File: config.mk
export PLATFORM = sky130hd
export DESIGN_NAME = btn_event_reader
export DESIGN_NICKNAME = d
export VERILOG_FILES = /design/src/rtl/btn_event_reader.sv
export SDC_FILE = /design/constraint.sdc
export NUM_CORES = 1
export LEC_CHECK = 0
export CORE_MARGIN = 2
export CORE_UTILIZATION = 42
export CTS_CLUSTER_DIAMETER = 200
export DETAILED_ROUTE_END_ITERATION = 12
export PLACE_DENSITY_LB_ADDON = 0.05
export SYNTH_ARGS = -nofsm -noshare
export SYNTH_HDL_FRONTEND = slang
export SYNTH_SLANG_ARGS = --single-unit
File: constraint.sdc
create_clock -name clk -period 2.6 [get_ports clk]
set_input_delay 0.65 -clock clk [delete_from_list [all_inputs] [get_ports clk]]
set_output_delay 0.65 -clock clk [all_outputs]
set_load 0.05 [all_outputs]
File: src/rtl/btn_event_reader.sv
`default_nettype none
// ============================================================================
//  Module   : btn_event_reader
//  Purpose  : Synchronise and debounce 8 raw buttons, publish debounced levels
//             and queue press/release events in a small valid/ready FIFO.
//  Revision : 1.0 - initial release
// ============================================================================
module btn_event_reader #(
    parameter int DEBOUNCE_CYCLES = 2000,
    parameter int FIFO_DEPTH      = 4
) (
    input  logic       clk,
    input  logic       rstn,
    input  logic [7:0] btn_raw,
    output logic [7:0] btn_state,
    output logic       evt_valid,
    input  logic       evt_ready,
    output logic [3:0] evt_data,
    output logic       evt_overflow,
    input  logic       clr_overflow
);

    localparam int CNT_W = $clog2(DEBOUNCE_CYCLES);
    localparam int PTR_W = $clog2(FIFO_DEPTH);

    localparam logic [CNT_W-1:0] c_cnt_max = CNT_W'(DEBOUNCE_CYCLES - 1);
    localparam logic [PTR_W:0]   c_depth   = (PTR_W + 1)'(FIFO_DEPTH);

    logic [7:0]       r_s1;
    logic [7:0]       r_s2;
    logic [7:0]       w_toggle;
    logic [7:0]       r_pend;
    logic [7:0]       r_ptype;
    logic [2:0]       w_sel;
    logic             w_pend_any;
    logic             w_pop;
    logic             w_can_push;
    logic             w_push;
    logic [3:0]       w_push_data;
    logic [7:0]       w_push_mask;
    logic             w_lost;
    logic [3:0]       r_mem [FIFO_DEPTH];
    logic [PTR_W-1:0] r_wr_ptr;
    logic [PTR_W-1:0] r_rd_ptr;
    logic [PTR_W-1:0] w_rd_nxt;
    logic [PTR_W:0]   r_count;
    logic [PTR_W:0]   w_count_nxt;
    logic [PTR_W:0]   w_after_pop;
    logic [3:0]       w_head_nxt;

    always_ff @(posedge clk or negedge rstn) begin
        if (!rstn) begin
            r_s1 <= '0;
            r_s2 <= '0;
        end else begin
            r_s1 <= btn_raw;
            r_s2 <= r_s1;
        end
    end

    // Counter runs only while the synchronised level disagrees with btn_state
    for (genvar gi = 0; gi < 8; gi++) begin : g_debounce
        logic [CNT_W-1:0] r_cnt;

        always_ff @(posedge clk or negedge rstn) begin
            if (!rstn) begin
                r_cnt <= '0;
            end else if ((r_s2[gi] == btn_state[gi]) || (r_cnt == c_cnt_max)) begin
                r_cnt <= '0;
            end else begin
                r_cnt <= r_cnt + CNT_W'(1);
            end
        end

        assign w_toggle[gi] = (r_s2[gi] != btn_state[gi]) && (r_cnt == c_cnt_max);
    end

    always_ff @(posedge clk or negedge rstn) begin
        if (!rstn) begin
            btn_state <= '0;
        end else begin
            btn_state <= btn_state ^ w_toggle;
        end
    end

    // Lowest pending index wins
    always_comb begin
        w_sel      = '0;
        w_pend_any = |r_pend;
        for (int i = 7; i >= 0; i--) begin
            if (r_pend[i]) begin
                w_sel = 3'(i);
            end
        end
    end

    assign w_pop       = evt_valid && evt_ready;
    assign w_can_push  = (r_count != c_depth) || w_pop;
    assign w_push      = w_pend_any && w_can_push;
    assign w_push_data = {r_ptype[w_sel], w_sel};
    assign w_push_mask = w_push ? (8'd1 << w_sel) : 8'd0;
    assign w_lost      = |(w_toggle & r_pend & ~w_push_mask);

    // A toggle on the index being pushed re-arms pending with the new level
    always_ff @(posedge clk or negedge rstn) begin
        if (!rstn) begin
            r_pend       <= '0;
            r_ptype      <= '0;
            evt_overflow <= 1'b0;
        end else begin
            r_pend  <= (r_pend & ~w_push_mask) | w_toggle;
            r_ptype <= (r_ptype & ~w_toggle) | (~btn_state & w_toggle);
            if (w_lost) begin
                evt_overflow <= 1'b1;
            end else if (clr_overflow) begin
                evt_overflow <= 1'b0;
            end
        end
    end

    always_ff @(posedge clk) begin
        if (w_push) begin
            r_mem[r_wr_ptr] <= w_push_data;
        end
    end

    assign w_count_nxt = r_count + (PTR_W + 1)'(w_push) - (PTR_W + 1)'(w_pop);
    assign w_after_pop = r_count - (PTR_W + 1)'(w_pop);
    assign w_rd_nxt    = r_rd_ptr + PTR_W'(w_pop);

    // Head is precomputed so evt_data can be registered; bypass when pushing into an emptying FIFO
    always_comb begin
        w_head_nxt = '0;
        if (w_count_nxt == '0) begin
            w_head_nxt = '0;
        end else if (w_after_pop == '0) begin
            w_head_nxt = w_push_data;
        end else begin
            w_head_nxt = r_mem[w_rd_nxt];
        end
    end

    always_ff @(posedge clk or negedge rstn) begin
        if (!rstn) begin
            r_wr_ptr  <= '0;
            r_rd_ptr  <= '0;
            r_count   <= '0;
            evt_valid <= 1'b0;
            evt_data  <= '0;
        end else begin
            if (w_push) begin
                r_wr_ptr <= r_wr_ptr + PTR_W'(1);
            end
            r_rd_ptr  <= w_rd_nxt;
            r_count   <= w_count_nxt;
            evt_valid <= (w_count_nxt != '0);
            evt_data  <= w_head_nxt;
        end
    end

endmodule
`default_nettype wire

## Word-level counts from Yosys, hierarchy flattened

Memories as Yosys holds them, arrays and structs flattened.
Index checks and enable logic that the tools add are counted.

| word-level totals | value |
|---|---|
| output and inout port bits | 14 |
| memories | 1 |
| register bits | 141 |
| bits of input ports | 12 |
| logic and storage cells | 121 |
| bits in writable memories | 16 |

| cells by class | value |
|---|---|
| equality and inequality tests | 25 |
| reduce and logical (&&, ||, !) cells | 25 |
| magnitude comparators | 1 |
| add/sub/neg operators | 13 |
| bitwise gates (word level) | 11 |
| shift operators | 1 |
| mux-type cells | 25 |

Memories:

| name | depth | width | rd ports | clocked after Yosys merged registers in | write ports | line | RTL |
|---|---|---|---|---|---|---|---|
| r_mem | 4 | 4 | 1 | 0 | 1 | 42 | `logic [3:0] r_mem [FIFO_DEPTH];` |

Operators by type and width:

| cell | count |
|---|---|
| adder 11 x 1 -> 11 bit, second input constant | 8 |
| equality test 11 bit, second input constant | 8 |
| two-way mux 11 bit | 8 |
| AND 8 bit | 5 |
| two-way mux 3 bit | 8 |
| NOT 8 bit | 3 |
| bitwise OR 8 bit | 2 |
| OR reduction 8 bit | 2 |
| logical AND 1 bit | 10 |
| logical OR 1 bit | 9 |
| equality test 1 bit | 8 |
| two-way mux 4 bit | 2 |
| two-way mux 8 bit | 1 |
| inequality test 1 bit | 8 |
| left shift 1 x 3 -> 8 bit, first input constant | 1 |
| bitwise XOR 8 bit | 1 |
| logical NOT 3 bit | 2 |
| subtractor 3 x 1 -> 3 bit | 2 |
| two-way mux 1 bit | 5 |
| less-than comparator 3 x 4 -> 1 bit, second input constant | 1 |
| adder 3 x 1 -> 3 bit | 1 |
| binary-select mux 1 bit (select 3 bit) | 1 |
| inequality test 3 bit, second input constant | 1 |
| nonzero test 3 bit | 1 |
| other kinds (3) | 3 |

## Logic depth before layout (Yosys ltp)

Gate-level depths: netlist of run 1.

| depth | value |
|---|---|
| word-level depth | 14 |
| gate-level depth with buffers | 12 |
| gate-level depth less buffers | 11 |

## Worst setup path after synthesis of run 1

No wires, ideal clock.

| timing path | value |
|---|---|
| path kind | register to register |
| start | register evt_valid |
| end | register evt_data[3] |
| library setup time | 119 ps |
| setup slack | -272 ps |
| arrival | 2754 ps |
| clock period less this slack | 2872 ps |
| cell stages (with the launch flop) | 12 |
| path buffers | 0 |
| required time | 2481 ps |
| cell sequence | dfrtp_1 > and2_1 > nor4b_4 > a21oi_1 > ha_1 > inv_1 > fa_1 > inv_1 > nor3_1 > inv_1 > nand3_1 > a21bo_1 |

| on the way | value |
|---|---|
| word-level cells in the longest chain between the ends | 7 |
| elaborated cells on any way between the ends | 12 |
| classes of those cells | add/sub (4); mux (2); reduce/logical (5); memory (1) |

Ends and longest elaborated chain:

| what | line | RTL |
|---|---|---|
| from (decl) | 16 | `output logic evt_valid,` |
| from (signal assigned) | 156 | `evt_valid <= (w_count_nxt != '0);` |
| logical AND 1 bit | 97 | `assign w_pop = evt_valid && evt_ready;` |
| logical OR 1 bit | 98 | `assign w_can_push = (r_count != c_depth) \|\| w_pop;` |
| logical AND 1 bit | 99 | `assign w_push = w_pend_any && w_can_push;` |
| named net w_push | 38 | `logic w_push;` |
| adder 3 x 1 -> 3 bit | 127 | `assign w_count_nxt = r_count + (PTR_W + 1)'(w_push) - (PTR_W + 1)'(w_pop);` |
| subtractor 3 x 1 -> 3 bit | 127 |  |
| named net w_count_nxt[1] | 47 | `logic [PTR_W:0] w_count_nxt;` |
| logical NOT 3 bit | 134 | `if (w_count_nxt == '0) begin` |
| two-way mux 4 bit | 134 |  |
| named net w_head_nxt[3] | 49 | `logic [3:0] w_head_nxt;` |
| to (signal assigned) | 157 | `evt_data <= w_head_nxt;` |
| to (decl) | 18 | `output logic [3:0] evt_data,` |

The timed path passes the listed nets, and every way through them passes these cells.
A chain may end at the register's enable or synchronous reset.

==> results of run 1 <==
## worst paths after layout
path | cells after the start | endpoint | slack [ns] | start
min in group clk | 0 | r_s2[1]$_DFF_PN0_ | 0.35 | r_s1[1]$_DFF_PN0_
worst max-delay path | 1 | btn_state[0] | 0.27 | register
worst min register to register | 0 | r_s2[1]$_DFF_PN0_ | 0.35 | r_s1[1]$_DFF_PN0_
worst min-delay path | 1 | g_debounce[3].r_cnt[8]$_DFF_PN0_ | 0.21 | rstn
worst max register to register | 11 | evt_data[3]$_DFF_PN0_ | 0.28 | r_pend[4]$_DFF_PN0_
max in group asynchronous | 2 | g_debounce[5].r_cnt[2]$_DFF_PN0_ | 1.68 | rstn
## cell usage after synthesis (all sizes together) (3+ instances only)
library cell,number
a21oi,14
and2,12
and3,31
buf,4
clkbuf,7
dfrtp,141
edfxtp,16
ha,17
inv,29
mux2,8
mux4,4
nand2,25
nand2b,7
nand3,37
nand4,8
nor2,106
nor2b,4
nor3,7
nor4,6
o21ai,24
o31ai,3
or3,5
xnor2,49
xor2,34
## layout make-up
type                            instances  area (µm²)
Fill cell                            1466        8170
Sequential cell                       157        4010
Multi-Input combinational cell        428        2840
Clock buffer                           23         488
Timing Repair Buffer                   43         402
Tap cell                              220         275
Clock inverter                          7         113
Inverter                               29         109
## power by group
part / internal [mW] / switching, mW
combinational: 0.665 / 0.795
clock: 1.60 / 0.914
sequential: 2.70 / 0.109
total: 4.96 / 1.82
## metal layers
metal	global-route usage [%]	vias to the layer above	wire (µm)
li1	-	2206	-
met2	25.0	50	5830
met3	3.79	14	337
met5	0	-	0
met4	5.56	0	162
met1	19.8	2156	5940
## kinds of logic after synthesis
logic type / after synthesis / synth area share [%]
mux: 14 / 2.88
xor+xnor: 83 / 10.4
fa+ha+maj: 18 / 3.35
simple gates: 256 / 18.1
buf+inv: 40 / 2.32
flops: 157 / 57.6
compound gates: 57 / 5.31
## repair_timing
action / CTS / global route
resized for setup: 2 / 9
setup endpoints to repair: 2 / 1
hold buffers: 0 / 0
pin swaps: 1 / 5
setup buffers: 1 / 1
==> summary.md, run 1 <==
| Metric | Value |
|---|---|
| Outcome | `complete, no violations` |
| Pre-CTS WS | `-0.587 ns` |
| ANT cells | `0` |
| Final setup viols | `0` |
| Most common cell after layout, fill and taps aside | `dfrtp_1` |
| GRT Overall Usage | `15.3%` |
| Static leakage | `3.75 nW` |
| Share of cells above drive strength 1 | `a little under an eighth` |
| MaxCap Viol Count | `0` |
| Worst Path Required | `1.95 ns` |
| Wirelength per Cell | `between 10 and 15 µm` |
| Ys flop type | `dfrtp_1` |
| TritonCTS buffer count | `17` |
| DRT Wirelength | `12300 µm` |
| Register area share after synthesis | `57.6%` |
| Die H | `between 100 and 150 µm` |
| Critical-path cell list | `clkdlybuf4s50_1` |
| Initial DRT Pass Iterations | `6` |
| Core Util, Final | `50.2%` |
| Delay-heaviest family, CP | `buffers and inverters` |
| Mapped Cells | `625` |
| Reg clk slew, reported paths | `roughly 0.060 ns` |
| Hold Vio Cnt, Final | `0` |
| Final Max Tran Viols | `0` |
| Syn_nets | `about 660` |
| Via Count | `4426` |
| Post-placement cell area | `0.00757 mm²` |
| Post-synth top area cell | `dfrtp_1` |
| Dominant cells by area after synthesis | `dfrtp_1 51%, edfxtp_1 6.9%, xnor2_1 6.2%` |
| Synth-to-layout area growth | `18.4%` |
| Pin count of the biggest net entering global routing | `64` |
| Synth warnings | `0` |
| Min Clock Period, post-route | `around 2.3 ns` |
| Cell area after layout | `0.00824 mm²` |
| DRC | `0` |
| Rel. slew slack | `54.5%` |
| Clk root buf | `clkbuf_16` |
| Worst hold path type | `input pin to async pin` |
| DRT antenna net count | `0` |
| Fin nets | `706` |
| Power density cells | `around 820 mW/mm²` |
| Synth unique cells | `52` |
| Placed Cells | `875` |
| Critical path capture point type | `output port` |
| Worst Path Buf+Inv | `1` |
| Fin worst setup slack | `0.265 ns` |
| Peak supply drop | `0.497 mV` |
| Vias/cell | `4.88` |
| Crit-path max FO | `4` |
| Final period util | `between 80% and 90%` |
| CTS tree | `done` |
| Number of synthesized flops with an enable pin | `16` |
| Grt total ovfl | `0` |
| Initial Utilization | `about 42%` |
| Worst EP arrival | `1.68 ns` |
| I/O pins | `26` |
| Startpoint Class | `register` |
| Die ar. | `~0.018 mm²` |
| Die width | `133 µm` |
| Vias in the first global route | `approximately 4500` |
| Post-DP HPWL | `8590 µm` |
| Max Root-Sink Buffers | `2` |
| Non-Filler Instances | `907` |
| FP Rows | `47` |
| Tot Pwr | `6.78 mW` |
| Htree depth | `4` |
| Final setup TNS | `0 ns` |
| Mean Syn Cell Area | `11.1 µm²` |
| First-pass GRT wire length | `21500 µm` |
| Cell area after synthesis | `between 0.006 and 0.007 mm²` |
| Slowest CP cell | `clkdlybuf4s50_1` |
| RSZ-0062 raised after global routing | `no` |
| Layout Skew | `0.00721 ns` |
| Drt first-iter violations | `226` |
| Final Wtd Congestion | `0.739` |
| Crit path kind | `register to output port` |
| Critical path's largest stage delay | `0.84 ns` |
| Top cell type's share of synthesized area | `50.7%` |
| Latest clock arrival within the worst-skew pair | `0.42 ns` |
| Initial antenna violation count | `0` |
| Hold WS | `0.215 ns` |
| F_max | `between 400 and 500 MHz` |
| TritonCTS Sinks | `approximately 160` |
| Most frequent cells in the layout | `140 x dfrtp_1, 104 x nor2_1, 48 x xnor2_1, 37 x nand3_1, 34 x xor2_1` |
| Least-Margin Pin Slew | `0.678 ns` |
| PortBufs | `25` |
| Asr flop ratio synth | `89.8%` |
| Area of the core | `~0.016 mm²` |
| Synthesized flop and latch total | `157` |
Note: power is estimated with default switching activity, not from simulation.
==> inputs of run 2 (changes only) <==
--- a/config.mk
+++ b/config.mk
@@ -5,8 +5,10 @@
 export SDC_FILE = /design/constraint.sdc
 export NUM_CORES = 1
 export LEC_CHECK = 0
+export CELL_PAD_IN_SITES_DETAIL_PLACEMENT = 2
+export CELL_PAD_IN_SITES_GLOBAL_PLACEMENT = 2
 export CORE_MARGIN = 2
-export CORE_UTILIZATION = 42
+export CORE_UTILIZATION = 37
 export CTS_CLUSTER_DIAMETER = 200
 export DETAILED_ROUTE_END_ITERATION = 12
 export PLACE_DENSITY_LB_ADDON = 0.05
==> summary.md, run 2 (synthesis results as in run 1) <==
| Metric | Value |
|---|---|
| Switching share of power | `27.8%` |
| GR Layer Usage met3 | `4.76%` |
| Final Wtd Congestion | `about 0.74` |
| Grt total ovfl | `0` |
| MaxCap Viol Count | `0` |
| Non-Filler Instances | `924` |
| Die H | `141 µm` |
| PortBufs | `25` |
| Final setup viols | `0` |
| GR Layer Usage met2 | `slightly above 30%` |
| Vias/cell | `5.03` |
| Via Count | `4644` |
| Hold Vio Cnt, Final | `0` |
| Vias in the first global route | `5407` |
| Fin worst setup slack | `0.215 ns` |
| Comb power frac | `22.3%` |
| Startpoint Class | `register` |
| ANT cells | `0` |
| Htree depth | `4` |
| Area of the core | `0.0186 mm²` |
| Critical path's largest stage delay | `0.44 ns` |
| Latest clock arrival within the worst-skew pair | `0.43 ns` |
| Net Switching | `1.92 mW` |
| Delay-heaviest family, CP | `simple AND/OR/NAND/NOR gates` |
| Rel. slew slack | `51.4%` |
| Layout Skew | `0.00935 ns` |
| GR met1 Demand/Resource | `20.4%` |
| Least-Margin Pin Slew | `~0.72 ns` |
| Final period util | `91.7%` |
| Critical path capture point type | `register` |
| I/O pins | `26` |
| Drt first-iter violations | `about 160` |
| TritonCTS Sinks | `157` |
| Worst Path Buf+Inv | `5` |
| Share of cells above drive strength 1 | `11.6%` |
| Initial Utilization | `roughly 37%` |
| Peak supply drop | `around 0.38 mV` |
| CTS tree | `done` |
| Fin nets | `709` |
| Wirelength per Cell | `16.7 µm` |
| GR peak layer | `met2` |
| Pint | `4.97 mW` |
| Most common cell after layout, fill and taps aside | `dfrtp_1` |
| First-pass GRT wire length | `about 27000 µm` |
| Worst path most repeated cell | `buf_4` |
| Worst Path Required | `2.95 ns` |
| TritonCTS buffer count | `17` |
| Crit-path max FO | `6` |
| Final Max Tran Viols | `0` |
| DRT Wirelength | `15400 µm` |
| Flop pwr share | `40.9%` |
| Worst EP arrival | `2.73 ns` |
| Clock network fraction of total power | `36.8%` |
| Reg clk slew, reported paths | `0.06 ns` |
| Outcome | `complete, no violations` |
| FP Rows | `50` |
| Initial DRT Pass Iterations | `4` |
| Hold WS | `0.168 ns` |
| Worst setup startpoint | `r_pend[4]$_DFF_PN0_` |
| Reg2reg start | `r_pend[4]$_DFF_PN0_` |
| Core Util, Final | `between 40% and 50%` |
| Initial antenna violation count | `0` |
| Synth-to-layout area growth | `18.8%` |
| RSZ-0062 raised after global routing | `no` |
| DRC | `0` |
| Static leakage | `3.75 nW` |
| Most frequent cells in the layout | `140 x dfrtp_1, 104 x nor2_1, 49 x xnor2_1, 36 x nand3_1, 34 x xor2_1` |
| Post-DP HPWL | `11100 µm` |
| Reg2reg setup slack | `0.21 ns` |
| Die ar. | `0.0199 mm²` |
| Clk root buf | `clkbuf_16` |
| Tot Pwr | `6.89 mW` |
| Pin count of the biggest net entering global routing | `55` |
| Worst hold path type | `input pin to async pin` |
| F_max | `419 MHz` |
| Crit path kind | `register to register` |
| DRT antenna net count | `0` |
| Pre-CTS WS | `-0.710 ns` |
| Placed Cells | `890` |
| Critical-path cell list | `nor4_1 -> buf_4 -> a21oi_2 -> ha_4 -> inv_2 -> fa_1 -> inv_2 -> nor3_4 -> buf_4 -> buf_4 -> nor2_1` |
| Max Root-Sink Buffers | `2` |
| R2R cell count | `11` |
| Min Clock Period, post-route | `2.39 ns` |
| Die width | `roughly 140 µm` |
| GRT Overall Usage | `17.1%` |
| Power density cells | `around 830 mW/mm²` |
| Slowest CP cell | `dfrtp_1` |
| Reg2reg end | `evt_data[0]$_DFF_PN0_` |
==> run 2: changes by cell type in the layout (fill, tap and decap cells not counted), moves of 2 or more <==
cell,before,now
inv_1,27,25
buf_4,17,20
clkinv_2,3,1
clkbuf_1,2,4
==> run 2: how the worst max path moves through the flow <==
stage / end / slack (ns) / cells after the start
after floorplan: evt_data[3]$_DFF_PN0_ / 0.02 / 11
after global placement: evt_data[3]$_DFF_PN0_ / -0.52 / 12
after detailed placement: evt_data[3]$_DFF_PN0_ / -0.71 / 12
after CTS: evt_data[3]$_DFF_PN0_ / 0.02 / 12
after global routing: evt_data[0]$_DFF_PN0_ / 0.03 / 11
final: evt_data[0]$_DFF_PN0_ / 0.21 / 11
==> run 2: area by class of cell <==
| cell class | count | area [µm²] |
|---|---|---|
| well taps | 234 | 293 |
| fillers | 1913 | 10300 |
| clock inverters | 6 | 111 |
| inverters | 29 | 111 |
| clock buffers | 24 | 482 |
| repair buffers | 46 | 424 |
| multi-input cells | 428 | 2830 |
| flip-flops and latches | 157 | 4010 |
==> run 2: metrics by stage <==
step / instance area, µm² / TNS, ns
finish: 8270 / 0
global route: 8270 / 0
CTS: 8220 / 0
detailed placement: 7600 / -3.05
global placement: 7600 / -1.93
floorplan: 6970 / 0
==> run 2: power by group through the flow <==
| stage | clock (mW) | sequential [mW] | combinational (mW) |
|---|---|---|---|
| after global placement | 0 | 2.85 | 1.30 |
| after detailed placement | 0 | 2.87 | 1.39 |
| final | 2.53 | 2.82 | 1.54 |
| after global routing | 2.72 | 2.85 | 1.70 |
| after CTS | 2.62 | 2.83 | 1.48 |
| after floorplan | 0 | 2.95 | 0.782 |
==> run 2: what timing repair did <==
| action | in CTS | in global routing |
|---|---|---|
| resized for setup | 5 | 8 |
| cloned | 0 | 0 |
| pin swaps | 1 | 4 |
| endpoints found under the setup margin | 4 | 2 |
| hold buffers | 0 | 0 |
| buffers inserted | 1 | 3 |
| endpoints found under the hold margin | 0 | 0 |
==> run 2: per-layer routing <==
layer / vias to the layer above / share of wire [%]
met3: 12 / 2.7
met4: 0 / 0.85
li1: 2215 / -
met5: - / 0
met1: 2385 / 44
met2: 32 / 53
==> run 2: worst reg2reg max path, cell delays in order, from the launching register on <==
cell and delay [ns]:
dfrtp_1 0.44, nor4_1 0.42, buf_4 0.20, a21oi_2 0.07, ha_4 0.17, inv_2 0.05, fa_1 0.43, inv_2 0.09
nor3_4 0.06, buf_4 0.14, buf_4 0.12, nor2_1 0.12
==> inputs of run 3 (changes only) <==
--- a/config.mk
+++ b/config.mk
@@ -5,6 +5,8 @@
 export SDC_FILE = /design/constraint.sdc
 export NUM_CORES = 1
 export LEC_CHECK = 0
+export ABC_CLOCK_PERIOD_IN_PS = 2600
+export CAP_MARGIN = 20
 export CELL_PAD_IN_SITES_DETAIL_PLACEMENT = 2
 export CELL_PAD_IN_SITES_GLOBAL_PLACEMENT = 2
 export CORE_MARGIN = 2
==> results of run 3 <==
Same layout as run 2: the final DEF is identical, and so are final timing and power.
